[src/rtl/matrix_pkg.sv]
// Shared types, op codes and element helpers for the 4x4 int8 matrix unit.
// Build option: define MATRIX_SAT_EN to saturate add/sub/multiply results
// to [-128, 127]; otherwise results wrap to the low 8 bits.
package matrix_pkg;

  localparam int unsigned DIM = 4;
  localparam int unsigned EW  = 8;
  localparam int unsigned RW  = DIM * EW;
  localparam int unsigned MW  = DIM * RW;
  // Wide enough for the exact sum of four int8 x int8 products.
  localparam int unsigned AW  = 18;

  localparam logic [2:0] MX_MADD   = 3'b000;
  localparam logic [2:0] MX_MSUB   = 3'b001;
  localparam logic [2:0] MX_MMUL   = 3'b010;
  localparam logic [2:0] MX_MTRANS = 3'b011;

  typedef enum logic {
    ST_IDLE = 1'b0,
    ST_BUSY = 1'b1
  } mx_state_e;

  // Sign-extend one element to accumulator width.
  function automatic logic signed [AW-1:0] mx_sext(input logic [EW-1:0] i_x);
    return {{(AW-EW){i_x[EW-1]}}, i_x};
  endfunction

  // Narrow an exact result back to one element.
  function automatic logic [EW-1:0] mx_narrow(input logic signed [AW-1:0] i_v);
    logic [EW-1:0] v_res;
`ifdef MATRIX_SAT_EN
    if (i_v > 18'sd127) begin
      v_res = 8'h7F;
    end else if (i_v < -18'sd128) begin
      v_res = 8'h80;
    end else begin
      v_res = EW'(i_v);
    end
`else
    v_res = EW'(i_v);
`endif
    return v_res;
  endfunction

endpackage

[src/rtl/mx_row_mac.sv]
// One output row of C = A x B: a 32-bit A row against the full B matrix.
module mx_row_mac
  import matrix_pkg::*;
(
  input  logic [RW-1:0] i_a_row,
  input  logic [MW-1:0] i_b,
  output logic [RW-1:0] o_row_c
);

  // Per column: exact dot product of the A row with B column c, then narrow.
  always_comb begin
    logic signed [AW-1:0] v_acc;
    logic signed [AW-1:0] v_a;
    logic signed [AW-1:0] v_b;
    o_row_c = '0;
    v_acc   = '0;
    v_a     = '0;
    v_b     = '0;
    for (int c = 0; c < DIM; c++) begin
      v_acc = '0;
      for (int k = 0; k < DIM; k++) begin
        v_a   = mx_sext(i_a_row[k*EW +: EW]);
        v_b   = mx_sext(i_b[(k*DIM + c)*EW +: EW]);
        v_acc = v_acc + v_a * v_b;
      end
      o_row_c[c*EW +: EW] = mx_narrow(v_acc);
    end
  end

endmodule

[src/rtl/ex_matrix_unit.sv]
// EX-stage 4x4 int8 matrix unit: add/sub/transpose in one busy cycle,
// multiply one row per busy cycle. Stalls the front of the pipe while busy.
// Build option: MATRIX_SAT_EN selects saturating narrowing (see matrix_pkg).
module ex_matrix_unit
  import matrix_pkg::*;
(
  input  logic          clk,
  input  logic          rst,
  input  logic          mx_start,
  input  logic [2:0]    mx_func3,
  input  logic [MW-1:0] mx_a,
  input  logic [MW-1:0] mx_b,
  input  logic          mx_flush,
  output logic [MW-1:0] ex_matrix_o,
  output logic          mx_done,
  output logic          mx_busy,
  output logic          mx_err,
  output logic          mx_stall
);

  mx_state_e          r_state;
  mx_state_e          w_nstate;
  logic [MW-1:0]      r_a;
  logic [MW-1:0]      r_b;
  logic [2:0]         r_op;
  logic [1:0]         r_row;
  logic [MW-RW-1:0]   r_buf;
  logic [MW-1:0]      w_result;
  logic [RW-1:0]      w_a_row;
  logic [RW-1:0]      w_mac_row;
  logic               w_accept;
  logic               w_complete;
  logic               w_mmul_step;
  logic               w_illegal;

  // Stall must cover the start cycle itself, before busy registers.
  assign mx_stall  = mx_busy | (mx_start & ~mx_flush);
  assign w_illegal = r_op[2];
  assign w_a_row   = r_a[r_row*RW +: RW];

  mx_row_mac u_row_mac (
    .i_a_row (w_a_row),
    .i_b     (r_b),
    .o_row_c (w_mac_row)
  );

  // State register.
  always_ff @(posedge clk) begin
    if (rst) begin
      r_state <= ST_IDLE;
    end else begin
      r_state <= w_nstate;
    end
  end

  // Next state and control strobes; flush beats both start and completion.
  always_comb begin
    w_nstate    = r_state;
    w_accept    = 1'b0;
    w_complete  = 1'b0;
    w_mmul_step = 1'b0;
    case (r_state)
      ST_IDLE: begin
        if (mx_start && !mx_flush) begin
          w_accept = 1'b1;
          w_nstate = ST_BUSY;
        end
      end
      ST_BUSY: begin
        if (mx_flush) begin
          w_nstate = ST_IDLE;
        end else if (r_op == MX_MMUL && r_row != 2'(DIM-1)) begin
          w_mmul_step = 1'b1;
        end else begin
          w_complete = 1'b1;
          w_nstate   = ST_IDLE;
        end
      end
      default: w_nstate = ST_IDLE;
    endcase
  end

  // Full result for the latched op; multiply appends the last row live.
  always_comb begin
    w_result = '0;
    case (r_op)
      MX_MADD: begin
        for (int i = 0; i < DIM*DIM; i++) begin
          w_result[i*EW +: EW] = mx_narrow(mx_sext(r_a[i*EW +: EW]) + mx_sext(r_b[i*EW +: EW]));
        end
      end
      MX_MSUB: begin
        for (int i = 0; i < DIM*DIM; i++) begin
          w_result[i*EW +: EW] = mx_narrow(mx_sext(r_a[i*EW +: EW]) - mx_sext(r_b[i*EW +: EW]));
        end
      end
      MX_MMUL: begin
        w_result = {w_mac_row, r_buf};
      end
      MX_MTRANS: begin
        for (int r = 0; r < DIM; r++) begin
          for (int c = 0; c < DIM; c++) begin
            w_result[(r*DIM + c)*EW +: EW] = r_a[(c*DIM + r)*EW +: EW];
          end
        end
      end
      default: w_result = '0;
    endcase
  end

  // Operand latch, row buffer and registered outputs.
  always_ff @(posedge clk) begin
    if (rst) begin
      r_a         <= '0;
      r_b         <= '0;
      r_op        <= '0;
      r_row       <= '0;
      r_buf       <= '0;
      ex_matrix_o <= '0;
      mx_done     <= 1'b0;
      mx_busy     <= 1'b0;
      mx_err      <= 1'b0;
    end else begin
      if (w_accept) begin
        r_a   <= mx_a;
        r_b   <= mx_b;
        r_op  <= mx_func3;
        r_row <= '0;
      end else if (w_mmul_step) begin
        case (r_row)
          2'd0:    r_buf[0    +: RW] <= w_mac_row;
          2'd1:    r_buf[RW   +: RW] <= w_mac_row;
          default: r_buf[2*RW +: RW] <= w_mac_row;
        endcase
        r_row <= r_row + 2'd1;
      end
      if (w_complete) begin
        ex_matrix_o <= w_result;
      end
      mx_done <= w_complete;
      mx_err  <= w_complete & w_illegal;
      mx_busy <= (w_nstate == ST_BUSY);
    end
  end

endmodule

[config.mk]
export PLATFORM = sky130hd
export DESIGN_NAME = ex_matrix_unit
export DESIGN_NICKNAME = d
export VERILOG_FILES = /design/src/rtl/matrix_pkg.sv /design/src/rtl/mx_row_mac.sv /design/src/rtl/ex_matrix_unit.sv
export SDC_FILE = /design/constraint.sdc
export NUM_CORES = 2
export LEC_CHECK = 0
export BUFFER_PORTS_ARGS = -buffer_cell sky130_fd_sc_hd__buf_2
export CAP_MARGIN = 20
export CORE_MARGIN = 8
export CORE_UTILIZATION = 35
export CTS_BUF_LIST = sky130_fd_sc_hd__clkbuf_4
export CTS_CLUSTER_DIAMETER = 200
export DETAILED_ROUTE_END_ITERATION = 8
export GPL_TIMING_DRIVEN = 0
export HOLD_SLACK_MARGIN = 0.08
export PLACE_DENSITY_LB_ADDON = 0.1
export SKIP_CTS_REPAIR_TIMING = 1
export SLEW_MARGIN = 20
export SYNTH_ARGS = -nofsm -noshare
export SYNTH_HDL_FRONTEND = slang
export SYNTH_SLANG_ARGS = --single-unit
[constraint.sdc]
create_clock -name clk -period 14.6 [get_ports clk]
set_input_delay 0 -clock clk [delete_from_list [all_inputs] [get_ports clk]]
set_output_delay 0 -clock clk [all_outputs]
set_load 0.03 [all_outputs]
==> flow_results.org <==
** Yosys
- Most common library cells after synthesis :: nand2_1 (1,037), inv_1 (549), a21oi_1 (514)
- Simple-Gate Fraction of Synth Area :: 17.89%
- Mean Syn Cell Area :: 8.097 µm²
- After synthesis, the largest family of logic cells by area is adder cells.
- Of the total synthesized cell area, the portion taken by full adders, half adders and majority gates is 26.27%.
- Area of the mapped netlist :: 42,890 µm²
- Gate count after technology mapping :: 5,297
- Count leader, synth :: nand2_1
- Share of synthesized registers carrying an async set or reset :: 0%
- After synthesis, the share of cell area in mux cells is 3.935%.
- After synthesis the netlist holds a flip-flop and latch count of 488.
- The most used flip-flop cell after synthesis is dfxtp_1.
- Number of synthesized flops with an enable pin :: 0
- In this run the biggest area consumer among cell types represents 22.78% of the synthesized area.
- The largest total area in the synthesized netlist belongs to dfxtp_1.
- When the netlist entered floorplanning its net count stood at 6,283.
- Yosys attributes the largest share of cell area to dfxtp_1 (23%), fa_1 (14%), ha_1 (12%).
- The synthesized netlist devotes 9.656% of its cell area to XOR and XNOR gates.
- Synth Area in Compound Gates :: 11.53%
- The Yosys step of the flow raised 0 warnings.
- The synthesized netlist contains 56 unique library cells.
- Sequential share of the synthesized area :: 22.78%

** Final layout
- Relative to the synthesized area, the layout overhead comes to 27.23%.
- Filler cells :: 12,590
- Ratio of cells with drive above 1 in the final layout :: 10.97%
- Net total in the final layout :: 7,405
- Core occupancy in the finished layout :: 44.83%

** Detailed routing
- Antenna viol nets, final :: 0
- In the final routed layout, each cell accounts on average for 29.69 µm.
- Number of DRC violations after detailed-routing iteration 0 :: 4,794
- The routed design has 242,400 µm of wire.
- After detailed routing, the number of vias per cell comes to 5.348.
- Vias after detailed routing :: 43,660
- After detailed routing, the number of remaining DRC violations is 0.
- Number of search-and-repair iterations in the first detailed-routing pass :: 7

** Floorplanning
- The die covers 134,000 µm².
- Vertical die dimension :: 366.1 µm
- The core region is 121,700 µm².
- Initial standard-cell utilization of the core :: 35.24%
- Std cell rows :: 128
- Measured along the x axis, the die boundary spans 366.1 µm.
- IO Count :: 395

** Clocking
- Root buf cell :: clkbuf_4
- Later-pin clock latency in the skew report :: 1.20 ns
- The clock drives 488 sinks.
- TritonCTS clock tree :: yes
- Total number of H-tree levels :: 4
- Clock slew seen by the registers of the worst setup and hold paths :: 0.06 ns
- Number of buffers between clock root and the deepest sink :: 3
- Clock buffers created by TritonCTS :: 147

** Power and ir drop
- Leakage power :: 23.26 nW
- For this design the ratio of total power to cell area is 78.53 nW/µm².
- Net switching is 40.49% of the power.
- Maximum resistive drop on vdd :: 0.00008081 V
- Switching power summed over all nets :: 1.735 mW
- Cell Int Power :: 2.550 mW
- The clock network accounts for 31.7% of the total power.
- Combinational logic is responsible for 34.1% of the overall power.
- The share of total power dissipated in sequential elements is 34.2%.

** Place
- Routability-driven placement finished with a final weighted congestion of 1.055.
- At the placement stage, the worst setup path has a slack of 3.954 ns.
- Once detailed placement completed, the half-perimeter wirelength came to 193,000 µm.
- Buffers on Ports :: 394

** Setup path
- By instance count, the cell type seen most on the critical path is fa_1.
- Element type at the critical path end :: flip-flop
- In this run the worst path has a maximum fanout of 11.
- STA puts the critical path data required time at 15.71 ns.
- By startpoint and endpoint, the worst setup path is classified as reg2reg.
- Signal arrival time at the worst endpoint :: 12.00 ns
- Standard cell with the maximum stage delay on the critical path :: clkbuf_1
- Maximum single-stage delay on the critical path :: 0.87 ns
- Critical path startpoint category :: flip-flop
- Counting both buffers and inverters, the worst setup path holds a total of 7.
- Cell family with the largest share of critical-path delay :: adder cells

** GRT
- The first global-routing pass estimated 320,900 µm of wire.
- Antenna violations before repair :: 26
- Overall global routing resource usage :: 33.93%
- For this run the aggregate overflow at the end of global routing stands at 0.
- The via count of the first global-routing pass was 40,980.
- Entering global routing, the biggest net connects 17 pins.

** Timing
- At the pin with the least slew margin, the transition time is 1.275 ns.
- Setup violations remaining at the end of the flow were counted as 0.
- Maximum clock frequency :: 0.09180 GHz
- Max Transition Viols Final :: 0
- In the final timing run, aggregate negative setup slack is 0 ns.
- Final worst setup slack :: 3.707 ns
- Tmin final :: 10.89 ns
- Normalized max-slew margin :: 14.36%
- The final critical path takes up 74.61% of the cycle.
- Unrepaired setup endpoints after global routing :: false
- The clock arrives with 0.09067 ns of skew.
- The count of final hold-check violations is 0.

** Worst hold path
- In this run the worst hold path is classified as in2reg.

** Outcome
- The flow ran to the end, and the final reports show no timing, DRC or antenna violations.

** Flow run
- The tool flagged a number of max-cap violations equal to 0.
worst register-to-register path: cells and delay by family, from the launching register on:
kind	cells	cell delay, ns
adders and majority gates	9	4.27
and+or+nand+nor	3	0.78
xor gates and xnor gates	3	1.05
buffers and inverters	7	2.78
DFF	1	0.33
muxes	1	0.56
AOI/OAI and AO/OA	4	1.04
power by group through the flow:
stage | Combinational (mW) | Sequential [mW] | Clock [mW]
floorplan | 0.707 | 1.46 | 0
global placement | 1.28 | 1.49 | 0
detailed placement | 1.28 | 1.49 | 0
CTS | 1.29 | 1.46 | 1.37
global route | 1.52 | 1.46 | 1.44
finish | 1.46 | 1.46 | 1.36
path summary, 6_finish.rpt:
kind,start,slack [ns],to,depth (start not counted)
hold reg to reg,ex_matrix_o[70],0.45,ex_matrix_o[70],2
hold / removal,mx_flush,0.03,r_row[0],6
setup reg to reg,r_row[1],3.71,ex_matrix_o[119],27
setup / recovery,r_row[1],3.71,ex_matrix_o[119],27
layout by cell type, fill, tap and decap left out, types with 7 or more instances in the layout:
cell,instances
xor2_1,95
a211oi_1,47
ha_1,427
xnor2_1,361
a31oi_1,17
nor2b_1,32
mux2i_1,64
clkinv_1,23
a21boi_0,17
buf_1,21
buf_2,405
a21oi_1,513
mux2_2,24
a2111oi_0,24
o211ai_1,28
diode_2,20
mux4_2,31
clkbuf_1,302
clkbuf_4,205
nor2_1,314
nor3_1,45
inv_1,549
o31ai_1,7
o21ai_0,70
a222oi_1,46
nand2_1,1037
fa_1,296
dlygate4sd3_1,574
dfxtp_1,488
and2_1,286
nand2b_1,29
a21o_1,44
sequential cells by signal, indices dropped and copies added (netlist names):
name / cells
mx_busy: 1
r_op: 3
r_row: 2
r_buf: 96
mx_err: 1
ex_matrix_o: 128
mx_done: 1
r_a: 128
r_b: 128
cells by family (layout without fill, tap and decap cells):
logic type               Yosys count  count (layout)
AO/OA/AOI/OAI                    835             835
XOR/XNOR                         465             465
adder cells (fa/ha/maj)          723             723
buffers and inverters            891            2112
flip-flops                       488             488
multiplexers                     122             122
other                              0              20
AND/OR/NAND/NOR                 1773            1773
per-stage QoR:
stage | std cells | area (µm²) | power, mW | hold WS, ns
after CTS | 7568 | 48760 | 4.119 | -1.034
after floorplan | 5297 | 42890 | 2.163 | 0.1360
final | 8163 | 54570 | 4.286 | 0.03434
after global placement | 7316 | 46900 | 2.767 | 0.2458
after global routing | 8148 | 54530 | 4.420 | 0.08315
after detailed placement | 7320 | 46990 | 2.766 | 0.2479
routing by layer:
layer / up-vias / track usage, % / share of wire (%)
met5: - / 0 / 0.016
met4: 6 / 20.46 / 7.5
li1: 19350 / - / -
met3: 656 / 6.680 / 8.7
met2: 2397 / 52.66 / 44
met1: 21250 / 43.56 / 40
cell type report:
type | instances | area [µm²] | share of cell area [%]
multi-input combinational | 3918 | 29770 | 54.55
sequential | 488 | 9769 | 17.90
timing repair buffer | 973 | 7774 | 14.25
inverter | 549 | 2061 | 3.776
tap | 1625 | 2033 | 3.726
clock buffer | 204 | 1531 | 2.806
buffer | 342 | 1346 | 2.467
clock inverter | 44 | 236.5 | 0.4333
antenna | 20 | 50.05 | 0.09171
(Power assumes the default switching activity.)
